**config.mk**
```make
export PLATFORM = sky130hd
export DESIGN_NAME = scan_sequencer_3b
export DESIGN_NICKNAME = d
export VERILOG_FILES = /design/src/rtl/scan_pkg.sv /design/src/rtl/next_enabled_3b.sv /design/src/rtl/scan_sequencer_3b.sv
export SDC_FILE = /design/constraint.sdc
export NUM_CORES = 1
export LEC_CHECK = 0
export ABC_CLOCK_PERIOD_IN_PS = 4950
export CAP_MARGIN = 20
export CORE_MARGIN = 2
export CORE_UTILIZATION = 55
export CTS_CLUSTER_DIAMETER = 150
export CTS_CLUSTER_SIZE = 16
export DETAILED_ROUTE_END_ITERATION = 12
export PLACE_DENSITY = 0.77
export SLEW_MARGIN = 20
export SYNTH_ARGS = -nofsm -noshare
export SYNTH_HDL_FRONTEND = slang
export SYNTH_SLANG_ARGS = --single-unit
```
**constraint.sdc**
```tcl
create_clock -name clk -period 4.95 [get_ports clk]
set_input_delay 0.99 -clock clk [delete_from_list [all_inputs] [get_ports clk]]
set_output_delay 0.99 -clock clk [all_outputs]
set_load 0.005 [all_outputs]
```
**src/rtl/scan_pkg.sv**
```systemverilog
`default_nettype none
// ============================================================================
//  Module   : scan_pkg
//  Purpose  : Shared constants and state encoding for the 3-bit scan sequencer
//  Revision : 1.0  initial release
// ============================================================================
package scan_pkg;

   localparam int NCH   = 8;
   localparam int IDX_W = 3;

   typedef enum logic {
      ST_IDLE = 1'b0,
      ST_SCAN = 1'b1
   } state_t;

   localparam logic DIR_UP = 1'b0;
   localparam logic DIR_DN = 1'b1;

endpackage : scan_pkg
`default_nettype wire

```
**src/rtl/next_enabled_3b.sv**
```systemverilog
`default_nettype none
// ============================================================================
//  Module   : next_enabled_3b
//  Purpose  : Finds the first enabled channel strictly after idx in the given
//             direction, wrapping around; flags the wrap and an empty mask.
//  Revision : 1.0  initial release
// ============================================================================
module next_enabled_3b
   import scan_pkg::*;
(
   input  logic [IDX_W-1:0] idx,
   input  logic [NCH-1:0]   mask,
   input  logic             dir,
   output logic [IDX_W-1:0] nxt_idx,
   output logic             wrap,
   output logic             none
);

   // One extra bit holds the carry/borrow, which is exactly the wrap flag.
   logic [IDX_W:0]   step_sum;
   logic [IDX_W-1:0] cand;
   logic             found;

   // Priority search over the 8 candidate offsets, nearest first.
   always_comb begin
      nxt_idx  = idx;
      wrap     = 1'b0;
      found    = 1'b0;
      step_sum = '0;
      cand     = '0;
      none     = (mask == '0);
      for (int k = 1; k <= NCH; k++) begin
         if (dir == DIR_UP) begin
            step_sum = {1'b0, idx} + (IDX_W+1)'(k);
         end else begin
            step_sum = {1'b0, idx} - (IDX_W+1)'(k);
         end
         cand = step_sum[IDX_W-1:0];
         if (!found && mask[cand]) begin
            found   = 1'b1;
            nxt_idx = cand;
            wrap    = step_sum[IDX_W];
         end
      end
   end

endmodule : next_enabled_3b
`default_nettype wire

```
**src/rtl/scan_sequencer_3b.sv**
```systemverilog
`default_nettype none
// ============================================================================
//  Module   : scan_sequencer_3b
//  Purpose  : Select-code generator for a 3-to-8 decoder. Steps through the
//             enabled channels in the latched direction, holding each for
//             dwell+1 cycles, single pass or continuous.
//  Revision : 1.0  initial release
// ============================================================================
module scan_sequencer_3b
   import scan_pkg::*;
#(
   parameter int DWELL_W = 4
)(
   input  logic               clk,
   input  logic               rst_n,
   input  logic               start,
   input  logic               stop,
   input  logic               cont,
   input  logic               dir,
   input  logic [NCH-1:0]     mask,
   input  logic [DWELL_W-1:0] dwell,
   output logic [IDX_W-1:0]   sel,
   output logic               sel_valid,
   output logic               busy,
   output logic               done
);

   state_t             state_q, state_d;
   logic [IDX_W-1:0]   sel_q,   sel_d;
   logic [DWELL_W-1:0] cnt_q,   cnt_d;
   logic [NCH-1:0]     mask_q,  mask_d;
   logic [DWELL_W-1:0] dwell_q, dwell_d;
   logic               cont_q,  cont_d;
   logic               dir_q,   dir_d;
   logic               done_q,  done_d;

   logic [IDX_W-1:0]   nxt_idx;
   logic               nxt_wrap;
   logic               nxt_none;
   logic [IDX_W-1:0]   first_seed;
   logic [IDX_W-1:0]   first_idx;
   logic               first_wrap_unused;
   logic               first_none;

   // Seeding from the far end makes the wrapping search return the first
   // channel of a pass in the requested direction.
   assign first_seed = (dir == DIR_UP) ? {IDX_W{1'b1}} : {IDX_W{1'b0}};

   next_enabled_3b u_next (
      .idx     (sel_q),
      .mask    (mask_q),
      .dir     (dir_q),
      .nxt_idx (nxt_idx),
      .wrap    (nxt_wrap),
      .none    (nxt_none)
   );

   next_enabled_3b u_first (
      .idx     (first_seed),
      .mask    (mask),
      .dir     (dir),
      .nxt_idx (first_idx),
      .wrap    (first_wrap_unused),
      .none    (first_none)
   );

   // State, counter, config and output registers with synchronous reset.
   always_ff @(posedge clk) begin
      if (!rst_n) begin
         state_q <= ST_IDLE;
         sel_q   <= '0;
         cnt_q   <= '0;
         mask_q  <= '0;
         dwell_q <= '0;
         cont_q  <= 1'b0;
         dir_q   <= 1'b0;
         done_q  <= 1'b0;
      end else begin
         state_q <= state_d;
         sel_q   <= sel_d;
         cnt_q   <= cnt_d;
         mask_q  <= mask_d;
         dwell_q <= dwell_d;
         cont_q  <= cont_d;
         dir_q   <= dir_d;
         done_q  <= done_d;
      end
   end

   // Next-state logic: start/stop handling, dwell counting and channel advance.
   always_comb begin
      state_d = state_q;
      sel_d   = sel_q;
      cnt_d   = cnt_q;
      mask_d  = mask_q;
      dwell_d = dwell_q;
      cont_d  = cont_q;
      dir_d   = dir_q;
      done_d  = 1'b0;
      case (state_q)
         ST_IDLE: begin
            if (start && !stop && !first_none) begin
               state_d = ST_SCAN;
               sel_d   = first_idx;
               cnt_d   = '0;
               mask_d  = mask;
               dwell_d = dwell;
               cont_d  = cont;
               dir_d   = dir;
            end
         end
         ST_SCAN: begin
            if (stop) begin
               state_d = ST_IDLE;
               sel_d   = '0;
               cnt_d   = '0;
            end else if (cnt_q == dwell_q) begin
               cnt_d = '0;
               if ((nxt_wrap && !cont_q) || nxt_none) begin
                  state_d = ST_IDLE;
                  sel_d   = '0;
                  done_d  = 1'b1;
               end else begin
                  sel_d = nxt_idx;
               end
            end else begin
               cnt_d = cnt_q + 1'b1;
            end
         end
         default: begin
            state_d = ST_IDLE;
            sel_d   = '0;
            cnt_d   = '0;
         end
      endcase
   end

   assign sel       = sel_q;
   assign sel_valid = (state_q == ST_SCAN);
   assign busy      = (state_q == ST_SCAN);
   assign done      = done_q;

endmodule : scan_sequencer_3b
`default_nettype wire

```
==> results.md <==
- Die Y: 70.21 um
- Setup bufs post-CTS: 0
- 1st-iter DRT viols: 194
- First-pass GRT wire length: 9873 um
- Shortest period the worst path allows: 3.967 ns
- Antenna fix cells: 0
- CTS clk-pin slew, worst paths: 0.08 ns
- Layout cells sized above 1: 9.441%
- Final setup viols: 0
- Root buffer cell: clkbuf_8
- Slew Viols, Final: 0
- Largest net degree at the start of global routing: 26
- DP Cell Count: 334
- Initial Util: 56.15%
- Reg2Reg Setup Slack: 0.98 ns
- Slew @ Worst Pin: 0.8921 ns
- Port bufs: 23
- CP required: 5.10 ns
- Row cnt: 24
- Routability Congestion: 0.9147
- Hold WC Path Type: reg -> reg
- Tot Pwr: 632.9 uW
- Top cells by area, synth: dfxtp_1, mux2i_1, mux4_2, mux4_1, nor2b_1
- HPWL Detailed: 4313 um
- Kind of end point of the critical path: flop
- CTS Buffer Depth: 2
- Worst-path cell chain: fa_1 -> mux2_2 -> or4_1 -> a41oi_1 -> nor4b_1 -> o41a_1 -> nor2_2 -> a41oi_1 -> o21ai_1
- PwrDens: 233.8 nW/um2
- Syn_nets: 297
- Final period utilization: 80.14%
- Die ar.: 4929 um2
- Area grow syn2layout: 12.30%
- RSZ-0062 raised after global routing: no
- Peak supply drop: 0.1743 mV
- Total CTS buffers: 3
- Post-CTS Resized: 0
- Dominant cell type by area after synthesis: dfxtp_1
- Wire length per cell: 17.19 um
- Total number of vias: 2165
- Seq/Total Area, Yosys: 19.10%
- Hold Path Stages: 2
- Final #Nets: 314
- GRT Residual Overflow: 0
- Final instance area: 2708 um2
- TNS Setup: 0 ns
- Skew-Pair Late Insertion Delay: 0.27 ns
- Worst Hold Endpoint: dwell_q[3]
- Post-DR vias/cell: 6.405
- Endpoints failing hold: 0
- Routed WL: 5811 um
- Final antenna-violating net count: 0
- Yosys reg bits: 23
- Number of distinct library cells after synthesis: 61
- Worst path arrival time: 4.12 ns
- Most used cell, CP: a41oi_1
- Post-synth top area share: 19.10%
- Slowest stage cell on the critical path: fa_1
- Ys flop type: dfxtp_1
- R2R cell count: 9
- Mapped Avg Cell Area: 8.930 um2
- Yosys warning count: 0
- DRC: 0
- Hold Path Origin: dwell_q[3]
- Worst Path Max Fanout: 14
- Slowest stage delay, CP: 1.02 ns
- Number of enable flip-flop cells after synthesis: 0
- Total core area: 4294 um2
- Reg2Reg Capture Point: sel[2]
- # IOs: 24
- DP Area: 2661 um2
- Critical Path Source Type: flop
- Fin cells: 338
- Reg2reg start: dir_q
- Slew Limit Headroom: 40.53%
- Mapped Cells: 270
- Outcome: finished clean
- FMAX: 0.2521 GHz
- Vias in the first global route: 2077
- Final Skew: 0.006428 ns
- Async SR Flop Fraction: 0%
- Max Cap Viol: 0
- P_leak: 1.012 nW
- DRT Pass-1 Iters: 5
- Hold Buf Count CTS: 0
- # clock sinks: 23
- H-tree depth: 1
- Crit Path Class: reg -> reg
- Antenna violations before repair: 0
- Total track usage: 24.38%
- Die width: 70.21 um
- Cell Area, Synth: 2411 um2
- CTS tree: yes
[metal layers]
layer	vias up	share of wire (%)	wire (um)	track usage [%]
li1	1058	-	-	-
met1	1024	47	2745	33.76
met2	73	47	2713	40.63
met3	10	4.6	269	2.309
met4	0	1.4	82	6.838
met5	-	0	0	0
[stage by stage]
stage / hold WS [ns] / setup slack [ns] / utilization [%]
finish: 0.5379 / 0.9832 / 63.05
global route: 0.5912 / 0.7425 / 63.05
CTS: 0.5423 / 0.9974 / 63.05
detailed placement: 0.5272 / 1.028 / 61.98
global placement: 0.5234 / 1.150 / 61.98
floorplan: 0.5045 / 1.290 / -
[cells in the final DEF (no fill, tap or decap), types with 7 or more instances in the layout]
master            n
nand2_1          16
inv_1            11
nor2b_1          18
mux2i_1          26
clkdlybuf4s50_1  23
xnor2_1           7
mux2_2            9
o21ai_0          14
a21oi_1          10
nor3_1            9
nor2_1           15
dfxtp_1          23
and2_1            8
[registers in the layout, summed over array words and instances (netlist names)]
| signal | cells |
|---|---|
| mask_q | 8 |
| done | 1 |
| busy | 1 |
| sel | 3 |
| cont_q | 1 |
| dwell_q | 4 |
| dir_q | 1 |
| cnt_q | 4 |
[cell families after synthesis]
group	Yosys count	synth area share, %
AOI/OAI and AO/OA	67	19.62
adders and majority gates	9	5.916
xor gates and xnor gates	9	3.270
DFF	23	19.10
buffers and inverters	26	4.670
muxes	47	26.67
and+or+nand+nor	89	20.76
[worst max-delay path, delay by kind of cell (launching register included)]
kind	cells	cell delay, ns
and+or+nand+nor	3	1.03
DFF	1	0.50
AOI/OAI and AO/OA	4	0.87
muxes	1	0.43
adders and majority gates	1	1.02
[final cells by class]
cell class,count,area (um2)
multi-input cells,221,1838
fillers,386,1587
clock buffers,3,41.29
clock inverters,1,5.005
inverters,12,45.04
repair buffers,26,252.7
flip-flops and latches,23,460.4
well taps,52,65.06
[power by group]
group	switching [mW]	internal (mW)
clock network	0.0609	0.0562
logic	0.166	0.140
registers	0.0158	0.194
[synthesized netlist by cell type, drive strengths merged, types with 2 or more instances]
library cell / number
nor3: 9
nand2: 16
inv: 11
clkbuf: 8
nor3b: 2
o22ai: 2
nor2b: 18
buf: 6
mux4: 11
a211oi: 3
dfxtp: 23
or4: 3
a41oi: 3
ha: 5
mux2: 10
and3: 3
xnor2: 7
xor2: 2
nor2: 16
a21oi: 10
o31ai: 3
and2: 8
o21bai: 2
a21o: 4
fa: 4
mux2i: 26
nor4b: 3
o21a: 2
nor4: 2
o21ai: 16
nand4: 4
nand3: 2
o31a: 2
o211ai: 3
a31oi: 4
[worst max-delay path by stage]
stage          startpoint     end  slack (ns)
2_1_floorplan      sel[1]  sel[2]        1.29
3_3_place_gp        dir_q  sel[2]        1.15
3_5_place_dp        dir_q  sel[2]        1.03
4_1_cts             dir_q  sel[2]         1.0
6_report            dir_q  sel[2]        0.98
5_1_grt             dir_q  sel[2]        0.74
(Power assumes the default switching activity.)
